==> src/rtl/sync_fifo_flags_if.sv <==
// Handshake/status bundle for sync_fifo_flags.
// The master side drives requests; the slave side (the FIFO) returns data and flags.
interface sync_fifo_flags_if #(
  parameter int DSIZE = 8,
  parameter int ASIZE = 4
);
  logic             flush;
  logic             winc;
  logic [DSIZE-1:0] wdata;
  logic             rinc;
  logic             clr_err;
  logic [DSIZE-1:0] rdata;
  logic             wfull;
  logic             rempty;
  logic             almost_full;
  logic             almost_empty;
  logic [ASIZE:0]   count;
  logic             overflow;
  logic             underflow;

  modport master (
    output flush, winc, wdata, rinc, clr_err,
    input  rdata, wfull, rempty, almost_full, almost_empty, count, overflow, underflow
  );

  modport slave (
    input  flush, winc, wdata, rinc, clr_err,
    output rdata, wfull, rempty, almost_full, almost_empty, count, overflow, underflow
  );
endinterface

==> src/rtl/sync_fifo_flags.sv <==
// Single-clock FIFO with exact fill count, programmable almost flags,
// FWFT or registered read, synchronous flush and sticky error flags.
module sync_fifo_flags #(
  parameter int DSIZE         = 8,
  parameter int ASIZE         = 4,
  parameter int AFULL_THRESH  = 12,
  parameter int AEMPTY_THRESH = 2,
  parameter int FWFT          = 1
) (
  input  logic              clk,
  input  logic              rst_n,
  sync_fifo_flags_if.slave  bus
);
  localparam int DEPTH = 1 << ASIZE;
  localparam logic [ASIZE:0] DEPTH_C  = (ASIZE+1)'(DEPTH);
  localparam logic [ASIZE:0] AFULL_C  = (ASIZE+1)'(AFULL_THRESH);
  localparam logic [ASIZE:0] AEMPTY_C = (ASIZE+1)'(AEMPTY_THRESH);

  logic [DSIZE-1:0] mem [DEPTH];
  logic [ASIZE-1:0] wptr, rptr;
  logic [ASIZE:0]   count_q, count_next;
  logic             wfull_q, rempty_q, afull_q, aempty_q;
  logic             ovf_q, unf_q;
  logic             wr_ok, rd_ok;

  // Acceptance looks only at the registered flags, so a read frees no room
  // for a same-cycle write at full and a write supplies no word at empty.
  always_comb begin
    wr_ok = bus.winc & ~wfull_q;
    rd_ok = bus.rinc & ~rempty_q;
    if (bus.flush)
      count_next = '0;
    else
      count_next = count_q + {{ASIZE{1'b0}}, wr_ok} - {{ASIZE{1'b0}}, rd_ok};
  end

  always_ff @(posedge clk or negedge rst_n) begin
    if (!rst_n) begin
      wptr     <= '0;
      rptr     <= '0;
      count_q  <= '0;
      wfull_q  <= 1'b0;
      rempty_q <= 1'b1;
      afull_q  <= 1'b0;
      aempty_q <= 1'b1;
    end else begin
      count_q  <= count_next;
      wfull_q  <= (count_next == DEPTH_C);
      rempty_q <= (count_next == '0);
      afull_q  <= (count_next >= AFULL_C);
      aempty_q <= (count_next <= AEMPTY_C);
      if (bus.flush) begin
        wptr <= '0;
        rptr <= '0;
      end else begin
        if (wr_ok) wptr <= wptr + 1'b1;
        if (rd_ok) rptr <= rptr + 1'b1;
      end
    end
  end

  // Error flags ignore flush; a new error in the clearing cycle stays visible.
  always_ff @(posedge clk or negedge rst_n) begin
    if (!rst_n) begin
      ovf_q <= 1'b0;
      unf_q <= 1'b0;
    end else begin
      if (bus.winc & wfull_q)  ovf_q <= 1'b1;
      else if (bus.clr_err)    ovf_q <= 1'b0;
      if (bus.rinc & rempty_q) unf_q <= 1'b1;
      else if (bus.clr_err)    unf_q <= 1'b0;
    end
  end

  always_ff @(posedge clk) begin
    if (wr_ok & ~bus.flush) mem[wptr] <= bus.wdata;
  end

  generate
    if (FWFT != 0) begin : g_fwft
      // Storage is not reset, so mask the head while empty to keep rdata defined.
      assign bus.rdata = rempty_q ? '0 : mem[rptr];
    end else begin : g_reg_read
      logic [DSIZE-1:0] rdata_q;
      always_ff @(posedge clk or negedge rst_n) begin
        if (!rst_n)                  rdata_q <= '0;
        else if (rd_ok & ~bus.flush) rdata_q <= mem[rptr];
      end
      assign bus.rdata = rdata_q;
    end
  endgenerate

  assign bus.count        = count_q;
  assign bus.wfull        = wfull_q;
  assign bus.rempty       = rempty_q;
  assign bus.almost_full  = afull_q;
  assign bus.almost_empty = aempty_q;
  assign bus.overflow     = ovf_q;
  assign bus.underflow    = unf_q;
endmodule

==> src/flat_wrapper.sv <==
// flat-port wrapper written by rule: the top's interface ports become plain ports
module sync_fifo_flags_flat 
#(
  parameter int DSIZE         = 8,
  parameter int ASIZE         = 4,
  parameter int AFULL_THRESH  = 12,
  parameter int AEMPTY_THRESH = 2,
  parameter int FWFT          = 1
)
  (clk, rst_n, bus_flush, bus_winc, bus_wdata, bus_rinc, bus_clr_err, bus_rdata, bus_wfull, bus_rempty, bus_almost_full, bus_almost_empty, bus_count, bus_overflow, bus_underflow);
  sync_fifo_flags_if #(.DSIZE(DSIZE), .ASIZE(ASIZE)) bus_i ();
  input  logic clk;
  input  logic rst_n;
  input wire logic [$bits(bus_i.flush)-1:0] bus_flush;
  input wire logic [$bits(bus_i.winc)-1:0] bus_winc;
  input wire logic [$bits(bus_i.wdata)-1:0] bus_wdata;
  input wire logic [$bits(bus_i.rinc)-1:0] bus_rinc;
  input wire logic [$bits(bus_i.clr_err)-1:0] bus_clr_err;
  output wire logic [$bits(bus_i.rdata)-1:0] bus_rdata;
  output wire logic [$bits(bus_i.wfull)-1:0] bus_wfull;
  output wire logic [$bits(bus_i.rempty)-1:0] bus_rempty;
  output wire logic [$bits(bus_i.almost_full)-1:0] bus_almost_full;
  output wire logic [$bits(bus_i.almost_empty)-1:0] bus_almost_empty;
  output wire logic [$bits(bus_i.count)-1:0] bus_count;
  output wire logic [$bits(bus_i.overflow)-1:0] bus_overflow;
  output wire logic [$bits(bus_i.underflow)-1:0] bus_underflow;
  assign bus_i.flush = bus_flush;
  assign bus_i.winc = bus_winc;
  assign bus_i.wdata = bus_wdata;
  assign bus_i.rinc = bus_rinc;
  assign bus_i.clr_err = bus_clr_err;
  assign bus_rdata = bus_i.rdata;
  assign bus_wfull = bus_i.wfull;
  assign bus_rempty = bus_i.rempty;
  assign bus_almost_full = bus_i.almost_full;
  assign bus_almost_empty = bus_i.almost_empty;
  assign bus_count = bus_i.count;
  assign bus_overflow = bus_i.overflow;
  assign bus_underflow = bus_i.underflow;
  sync_fifo_flags #(.DSIZE(DSIZE), .ASIZE(ASIZE), .AFULL_THRESH(AFULL_THRESH), .AEMPTY_THRESH(AEMPTY_THRESH), .FWFT(FWFT)) u_core (.clk(clk), .rst_n(rst_n), .bus(bus_i));
endmodule
==> config.mk <==
export PLATFORM = sky130hd
export DESIGN_NAME = sync_fifo_flags_flat
export DESIGN_NICKNAME = d
export VERILOG_FILES = /design/src/rtl/sync_fifo_flags_if.sv /design/src/rtl/sync_fifo_flags.sv /design/src/flat_wrapper.sv
export SDC_FILE = /design/constraint.sdc
export NUM_CORES = 1
export LEC_CHECK = 0
export CORE_MARGIN = 2
export CORE_UTILIZATION = 64
export DETAILED_ROUTE_END_ITERATION = 10
export PLACE_DENSITY = 0.84
export SYNTH_ARGS = -nofsm -noshare
export SYNTH_HDL_FRONTEND = slang
export SYNTH_SLANG_ARGS = --single-unit
==> constraint.sdc <==
create_clock -name clk -period 7.7 [get_ports clk]
set_clock_uncertainty 0.15 [all_clocks]
set_input_delay 0.77 -clock clk [delete_from_list [all_inputs] [get_ports clk]]
set_output_delay 0.77 -clock clk [all_outputs]
set_load 0.01 [all_outputs]
After elaboration in Yosys (flattened, before gate mapping)

Memory sizes are Yosys's and may differ from the RTL's.
Cells that the tools add are included.

Bits in registers: 19
Latch bits: 0
RAM bits: 128
Memory bits (read-only): 0
Input bits: 14
Output and inout bits: 19
Memories kept: 1

Memories:

| name       | depth | bits a word | read ports | clocked after memory_dff | write ports | line                  | source |
|---|---|---|---|---|---|---|---|
| u_core.mem | 16    | 8           | 1          | 0                        | 1           | sync_fifo_flags.sv:19 | `logic [DSIZE-1:0] mem [DEPTH];` |

Add/sub/neg operators: 4
$mul: 0
Div/mod/pow operators: 0
Magnitude comparators: 2
Equal/unequal tests: 1
Shifts and indexed selects: 0
Mux-type cells: 11
Bitwise logic cells: 8
Reduce and logical (&&, ||, !) cells: 5

Operators by type and width:

| operator                                                              | count |
|---|---|
| 4-bit two-way mux                                                     | 4 |
| 4-bit by 1-bit adder with 4-bit output, second input constant         | 2 |
| 8-bit two-way mux                                                     | 1 |
| 2-bit nonzero test                                                    | 4 |
| 5-bit by 1-bit adder with 5-bit output                                | 1 |
| 1-bit AND                                                             | 5 |
| 5-bit equality test, second input constant                            | 1 |
| 5-bit by 4-bit >= comparator with 1-bit output, second input constant | 1 |
| 5-bit by 2-bit <= comparator with 1-bit output, second input constant | 1 |
| 5-bit logical NOT                                                     | 1 |
| 1-bit two-way mux                                                     | 5 |
| 5-bit two-way mux                                                     | 1 |
| 5-bit by 1-bit subtractor with 5-bit output                           | 1 |
| 1-bit NOT                                                             | 3 |

Depth between registers and ports, before layout

Depth after elaboration: 6
Mapped depth: 10

Worst setup path before layout

Ideal clock, no wire load.

Path kind: in2reg
Start point: in bus_rinc
End point: reg u_core.aempty_q (netlist: u_core.bus.almost_empty)
Data arrival time: 2.891 ns
Data required time: 7.445 ns
Setup slack: 4.554 ns
Stages: 10
Path buffers: 1
Cell sequence: nor2b_1 > clkbuf_1 > ha_1 > inv_1 > ha_1 > fa_1 > a21o_1 > a21oi_1 > mux2_2 > a2111oi_2

Word-level cells in the longest chain between the ends: 4

RTL lines:

| what                                           | line                  | source |
|---|---|---|
| from (decl)                                    | flat_wrapper.sv:17    | `input wire logic [$bits(bus_i.rinc)-1:0] bus_rinc;` |
| 1-bit AND                                      | sync_fifo_flags.sv:30 | `rd_ok = bus.rinc & ~rempty_q;` |
| 5-bit by 1-bit subtractor with 5-bit output    | sync_fifo_flags.sv:34 | `count_next = count_q + {{ASIZE{1'b0}}, wr_ok} - {{ASIZE{1'b0}}, rd_ok};` |
| 5-bit two-way mux                              | sync_fifo_flags.sv:31 | `if (bus.flush)` |
| via u_core.count_next[4]                       | sync_fifo_flags.sv:21 | `logic [ASIZE:0] count_q, count_next;` |
| 5-bit by 2-bit <= comparator with 1-bit output | sync_fifo_flags.sv:51 | `aempty_q <= (count_next <= AEMPTY_C);` |
| to (signal assigned)                           | sync_fifo_flags.sv:51 |  |
| to (decl)                                      | sync_fifo_flags.sv:22 | `logic wfull_q, rempty_q, afull_q, aempty_q;` |

The timed path passes the listed nets, and every way through them passes these cells.
A chain may end at the register's enable or synchronous reset.

Worst setup path after layout

Start point: reg u_core.rptr[1]
End point: out bus_rdata[4]

Word-level cells in the longest chain between the ends: 2

RTL lines:

| what                   | line                  | source |
|---|---|---|
| from (decl)            | sync_fifo_flags.sv:20 | `logic [ASIZE-1:0] wptr, rptr;` |
| from (signal assigned) | sync_fifo_flags.sv:57 | `if (rd_ok) rptr <= rptr + 1'b1;` |
| memory read 16 x 8 bit | --                    |  |
| 8-bit two-way mux      | sync_fifo_flags.sv:82 | `assign bus.rdata = rempty_q ? '0 : mem[rptr];` |
| to (decl)              | flat_wrapper.sv:19    | `output wire logic [$bits(bus_i.rdata)-1:0] bus_rdata;` |

Every way passes these cells.

==> out/metrics.yaml <==
place:
  place.gp.congestion: 0.8366
  numPortBuffers: 32
  dp.cells: 510
  dp_hpwl_um: 7671
worst_setup_path:
  arrival_ns: 3.54
  crit_path_start_kind: "register"
  cp_max_fo: 15
  worstSetupEndpointType: "primary output"
  crit_family: "simple AND/OR/NAND/NOR gates"
  required_ns: 6.78
  critical_path.slowest_cell: "nor2b_1"
  max_stage_delay_ns: 1.10
  path_cells: "nor2b_1 -> nand2_1 -> a311oi_1 -> a21oi_1 -> clkdlybuf4s50_1"
  critPathBufInv: 1
  worst-setup-path-type: "reg2out"
clock_network:
  cts_tree: "yes"
  clock_sinks: 147
  clk_path_buf_depth: 2
  cts.repair.resized: 0
  htree_levels: 4
  clkTransAtPathRegs_ns: 0.06
  clk_latency_ns: 0.52
  cts_setup_buffers: 0
  cts_buffers: 17
  holdBufCountCts: 0
  clk_root_buffer_cell: "clkbuf_8"
timing:
  rsz0062_at_grt: "no"
  relSlewSlack_pct: 13.41
  whs_ns: 0.3852
  hold_violations: 0
  worst_slew_pin_slew_ns: 1.296
  setup_viol: 0
  period_needed_ns: 4.465
  slew_viol_final: 0
  fin_tns_setup_ns: 0
  fmax_mhz: 224.0
  finalCritPeriodShare_pct: 57.98
power:
  p_int_mw: 1.649
  power.total_mw: 2.216
  clkPwrFrac_pct: 38.5
  seq_power_share_pct: 42.1
  p_sw_share_pct: 25.61
  power_leakage_nw: 2.427
  p_per_area_mw_per_mm2: 311.0
  combPwrFrac_pct: 19.4
  ir_worst_vdd_v: 0.0002195
  switchingPower_mw: 0.5676
status:
  status: "finished, final reports clean"
worst_hold_path:
  hold_class: "reg2reg"
detailed_routing:
  drc: 0
  firstDrtPassIters: 5
  vias: 3416
  first_iter_violations: 349
  wl_per_cell_um: 23.86
  routed_wl_um: 12930
  ant_nets: 0
  vias_per_cell: 6.303
floorplan:
  initial_core_util_pct: 66.05
  rows: 35
  ios: 33
  fp.dieH_um: 101.9
  core_sq_mm: 0.009284
  fp.dieW_um: 101.9
  dieArea_sq_mm: 0.01038
finish:
  drive_gt1_share_pct: 12.83
  utilization_pct: 76.75
  fin_nets: 425
  stdcell_count: 542
  diodes: 0
  areaGrowthSynthToFinish_pct: 16.20
run:
  drv_cap: 0
synth:
  ys_top_cells_by_area: "edfxtp_1, dfrtp_1, mux4_1"
  synthCells: 362
  synth_cell_types: 42
  yosys_warnings: 0
  synth_ff_type: "edfxtp_1"
  synth_edf_count: 128
  synth_most_common_cell: "edfxtp_1"
  synth-seq-cells: 147
  synth_area_sq_mm: 0.006132
  async_reset_ff_share_pct: 12.93
  synth_top_area_share_pct: 62.68
  synth_nets: 387
  synth_top_area_cell: "edfxtp_1"
  ys_seq_area_share_pct: 70.48
  avgSynthCellArea_sq_um: 16.94
  synth_common_cells: "edfxtp_1, nor2_1, mux2i_1"
grt:
  grt_pass1_wl_um: 19780
  grt_pass1_vias: 3494
  grt_max_degree: 54
  grt-ovfl-total: 0
  antenna_found_initial: 0
  grt_usage_pct: 27.19
[registers in the layout (all words and copies together), names as in the netlist]
name	count
u_core.bus.rempty	1
u_core.mem	128
u_core.bus.almost_empty	1
u_core.bus.wfull	1
u_core.bus.overflow	1
u_core.bus.count	5
u_core.wptr	4
u_core.bus.underflow	1
u_core.bus.almost_full	1
u_core.rptr	4
[tightest hold or removal path, stage by stage (launching register included)]
cell     delay, ns
dfrtp_1       0.37
inv_1         0.05
o21ai_0       0.07
[cell families (layout without fill, tap and decap cells)]
family,count (synthesis),count (layout),synth area share [%]
compound gates,44,44,4.999
flops,147,147,70.48
fa+ha+maj,11,11,2.367
simple gates,75,75,5.999
mux,49,49,12.04
buf+inv,26,77,2.693
xor+xnor,10,10,1.428
[cell usage in the layout, fill, tap and decap left out, types with 10 or more instances in the layout]
master / instances
nand2_1: 16
inv_1: 10
dfrtp_1: 16
mux2i_1: 25
a21oi_1: 11
and2_1: 12
mux4_1: 10
clkbuf_16: 16
ha_1: 10
nor2_1: 26
edfxtp_1: 128
nor2b_1: 10
clkdlybuf4s50_1: 32
[power by group through the flow]
stage | Combinational (mW) | Clock, mW | Sequential, mW
2_1_floorplan | 0.288 | 0 | 0.954
3_5_place_dp | 0.424 | 0 | 0.949
6_report | 0.430 | 0.852 | 0.934
3_3_place_gp | 0.414 | 0 | 0.948
4_1_cts | 0.433 | 0.859 | 0.934
5_1_grt | 0.466 | 0.892 | 0.937
[routing by layer]
| layer | vias to the layer above | share of wire [%] | routed length, um | GRT usage, % |
|---|---|---|---|---|
| met5 | - | 0 | 0 | 0 |
| met4 | 0 | 2.9 | 381 | 12.72 |
| met3 | 37 | 7.0 | 901 | 6.224 |
| met2 | 183 | 50 | 6516 | 43.02 |
| met1 | 1718 | 40 | 5133 | 36.60 |
| li1 | 1478 | - | - | - |
[final timing paths]
| path | start | cells after the start | endpoint | slack (ns) |
|---|---|---|---|---|
| worst max register to register | u_core.bus.rempty | 9 | u_core.bus.almost_empty | 4.77 |
| worst max-delay path | u_core.rptr[1] | 5 | bus_rdata[4] | 3.24 |
| max in group asynchronous | rst_n | 1 | u_core.rptr[0] | 6.23 |
| worst min register to register | u_core.bus.overflow | 2 | u_core.bus.overflow | 0.39 |
| worst min-delay path | u_core.bus.overflow | 2 | u_core.bus.overflow | 0.39 |
| min in group asynchronous | rst_n | 1 | u_core.bus.count[0] | 0.59 |
[stage by stage]
step | setup slack, ns | cell area, sq um
after floorplan | 4.554 | 6132
after global placement | 3.997 | 6506
after detailed placement | 3.933 | 6506
after CTS | 3.327 | 7126
after global routing | 3.240 | 7126
final | 3.235 | 7126
[area by class of cell]
class / instances / area, sq um
multi-input combinational: 189 / 1645
inverter: 11 / 41.29
sequential: 147 / 4323
fill: 543 / 2158
timing repair buffer: 34 / 335.3
clock buffer: 18 / 417.9
tap: 129 / 161.4
clock inverter: 14 / 201.4
(Power assumes the default switching activity.)
==> RTL edit (same settings) <==
Make the reset (`rst_n`) synchronous in 3 clocked blocks.
--- a/src/rtl/sync_fifo_flags.sv
+++ b/src/rtl/sync_fifo_flags.sv
@@ -34,7 +34,7 @@
       count_next = count_q + {{ASIZE{1'b0}}, wr_ok} - {{ASIZE{1'b0}}, rd_ok};
   end
 
-  always_ff @(posedge clk or negedge rst_n) begin
+  always_ff @(posedge clk) begin
     if (!rst_n) begin
       wptr     <= '0;
       rptr     <= '0;
@@ -60,7 +60,7 @@
   end
 
   // Error flags ignore flush; a new error in the clearing cycle stays visible.
-  always_ff @(posedge clk or negedge rst_n) begin
+  always_ff @(posedge clk) begin
     if (!rst_n) begin
       ovf_q <= 1'b0;
       unf_q <= 1'b0;
@@ -82,7 +82,7 @@
       assign bus.rdata = rempty_q ? '0 : mem[rptr];
     end else begin : g_reg_read
       logic [DSIZE-1:0] rdata_q;
-      always_ff @(posedge clk or negedge rst_n) begin
+      always_ff @(posedge clk) begin
         if (!rst_n)                  rdata_q <= '0;
         else if (rd_ok & ~bus.flush) rdata_q <= mem[rptr];
       end
Behaviour: differs if rst_n is asserted again (counterexample within 4 cycles, from zero or initial values and one cycle with rst_n low); with rst_n held inactive, the same outputs for 4 cycles.
==> RTL edit against the unedited design <==
- register-to-register slack better by 0.21 ns
- first-iteration DRC count down 12%
- synthesized cell count up 5.0%
- routed wire length down 3.5%
- final area down 0.86%
- area after synthesis down 0.39%
- worst setup slack better by 0.36 ns
- die area down 0.37%
- sequential cell count up 4
Power is not compared: it rests on default switching activity, and its combinational part moved more than twofold at a synthesized area within 25%.
==> RTL edit: results (changes against the unedited design) <==
* Initial antenna violation count at 0 (unchanged)
* Most area-consuming cells after synthesis: edfxtp_1 63%, mux2i_1 7.9%, dfxtp_1 7.5%, mux4_1 3.4%, a22oi_1 2.6%
* Clock latency on the worst-skew pair at roughly 0.51 ns
* Adder-cell share of the synthesized area at 0.0217 (-0.00196)
* Synth cell types at 36 (-14%)
* WL final at 12,500 um (-3.5%)
* Final #Nets at 441 (+3.8%)
* Maximum clock path buffer count at 2 (unchanged)
* Inserted Diodes at 0 (unchanged)
* DR vias at 3,417 (+0.029%)
* Post-detailed-route count of antenna-violating nets at 0 (unchanged)
* Synth warnings at 0 (unchanged)
* VDD IR max at 203 uV
* Seq/Total Area, Yosys at 0.705 (about the same)
* CTS root buf: clkbuf_8
* Post-synth EDFFs at 128 (unchanged)
* Synth cell count leaders: 128 x edfxtp_1, 48 x mux2i_1, 36 x nor2_1
* DRT iter0 DRCs at 307 (-12%)
* First-pass GRT wire length at 18,900 um (-4.6%)
* Clock-pin slew on the worst setup and hold paths at 0.06 ns (about the same)
* # fillers at 523 (-3.7%)
* Total global-route track usage at 0.261 (-0.0113)
* Port buffer count at 32 (unchanged)
* Arr. time, crit path at 3.18 ns (-0.36 ns)
* Number of flip-flops in the largest register at 128 (unchanged)
* XOR/XNOR Fraction of Synth Area at 0.0172 (+0.00292)
* Share of cells above drive strength 1 at 0.0791 (-0.0493)
* Critical-path maximum fanout at 14 (-1)
* Post-Syn Nets at 404 (+4.4%)
* GP Congestion at 0.809 (-3.3%)
* Num CTS Buffers at 17 (unchanged)
* Async set or reset register ratio after synthesis at 0 (-0.129)
* DPL Wire Length at 7650 um (-0.27%)
* HP Class: flop to flop
* Net switching power at 0.000417 W
* Status: finished, final reports clean
* H-tree levels at 4 (unchanged)
* Postcts setup bufs at 0 (unchanged)
* Biggest register: u_core.mem
* Synth Area in Compound Gates at 0.0473 (-0.00267)
* Largest net degree at the start of global routing at 56 (+3.7%)
* Slew margin rel. at 0.239 (+0.105)
* Multiplexer share of the synthesized area at 0.117 (-0.00363)
* DR pass1 iterations at 5 (unchanged)
==> RTL edit: changes by cell type after synthesis, moves of 7 or more <==
cell	before	now
a21oi_1	11	3
a22oi_1	6	21
and2_1	12	5
dfrtp_1	17	0
dfxtp_1	0	23
mux2_2	8	0
mux2i_1	25	48
nor2_1	26	36
==> RTL edit: power by group through the flow <==
stage	Clock [W]	Combinational [W]	Sequential (W)
2_1_floorplan	0	0.0000853	0.000927
3_3_place_gp	0	0.000142	0.000925
3_5_place_dp	0	0.000146	0.000925
4_1_cts	0.000830	0.000148	0.000908
5_1_grt	0.000857	0.000160	0.000909
6_report	0.000828	0.000147	0.000908
==> RTL edit: routing by layer <==
layer  global-route usage  part of all wire  wire length, um
met5                    0                 0                0
met3               0.0490             0.070              874
met2                0.427              0.50             6200
met1                0.339              0.41             5060
met4                0.125             0.028              352
==> RTL edit: cell families after synthesis <==
group,after synthesis
DFF,151
xor gates and xnor gates,12
buffers and inverters,22
AOI/OAI and AO/OA,41
adders and majority gates,10
and+or+nand+nor,87
muxes,57
==> RTL edit: cell type report <==
cell class                      count  area (um^2)  share of cell area
Clock buffer                       19          422              0.0597
Sequential cell                   151         4310               0.609
Timing Repair Buffer               33          328              0.0464
Inverter                            7         26.3             0.00372
Clock inverter                     13          171              0.0243
Tap cell                          129          161              0.0228
Multi-Input combinational cell    207         1650               0.234
==> RTL edit: final timing paths <==
check / start / to / slack (ns) / cells past startpoint
min reg2reg: u_core.bus.underflow$_SDFFE_PN0P_ / u_core.bus.underflow$_SDFFE_PN0P_ / 0.37 / 2
max reg2reg: u_core.bus.rempty$_SDFF_PN1_ / u_core.bus.wfull$_SDFF_PN0_ / 4.98 / 8
min: u_core.bus.underflow$_SDFFE_PN0P_ / u_core.bus.underflow$_SDFFE_PN0P_ / 0.37 / 2
max: flop / bus_rdata[5] / 3.60 / 5
==> RTL edit: per-stage QoR <==
| step | utilization | area (um^2) | std cells | hold WS, ns | setup slack, ns |
|---|---|---|---|---|---|
| 4_1_cts | 0.765 | 7060 | 559 | 0.361 | 3.57 |
| 6_report | 0.765 | 7060 | 559 | 0.366 | 3.60 |
| 5_1_grt | 0.765 | 7060 | 559 | 0.392 | 3.43 |
| 3_3_place_gp | 0.700 | 6470 | 527 | 0.332 | 4.18 |
| 2_1_floorplan | - | 6110 | 380 | 0.322 | 4.86 |
| 3_5_place_dp | 0.700 | 6470 | 527 | 0.341 | 4.09 |
==> RTL edit: critical path, stage by stage, from the launching register on <==
cell and delay, ns:
dfxtp_1 0.67, nor2b_1 0.96, a22oi_1 0.27, nand2_1 0.20, o21ai_1 0.07, clkdlybuf4s50_1 0.49
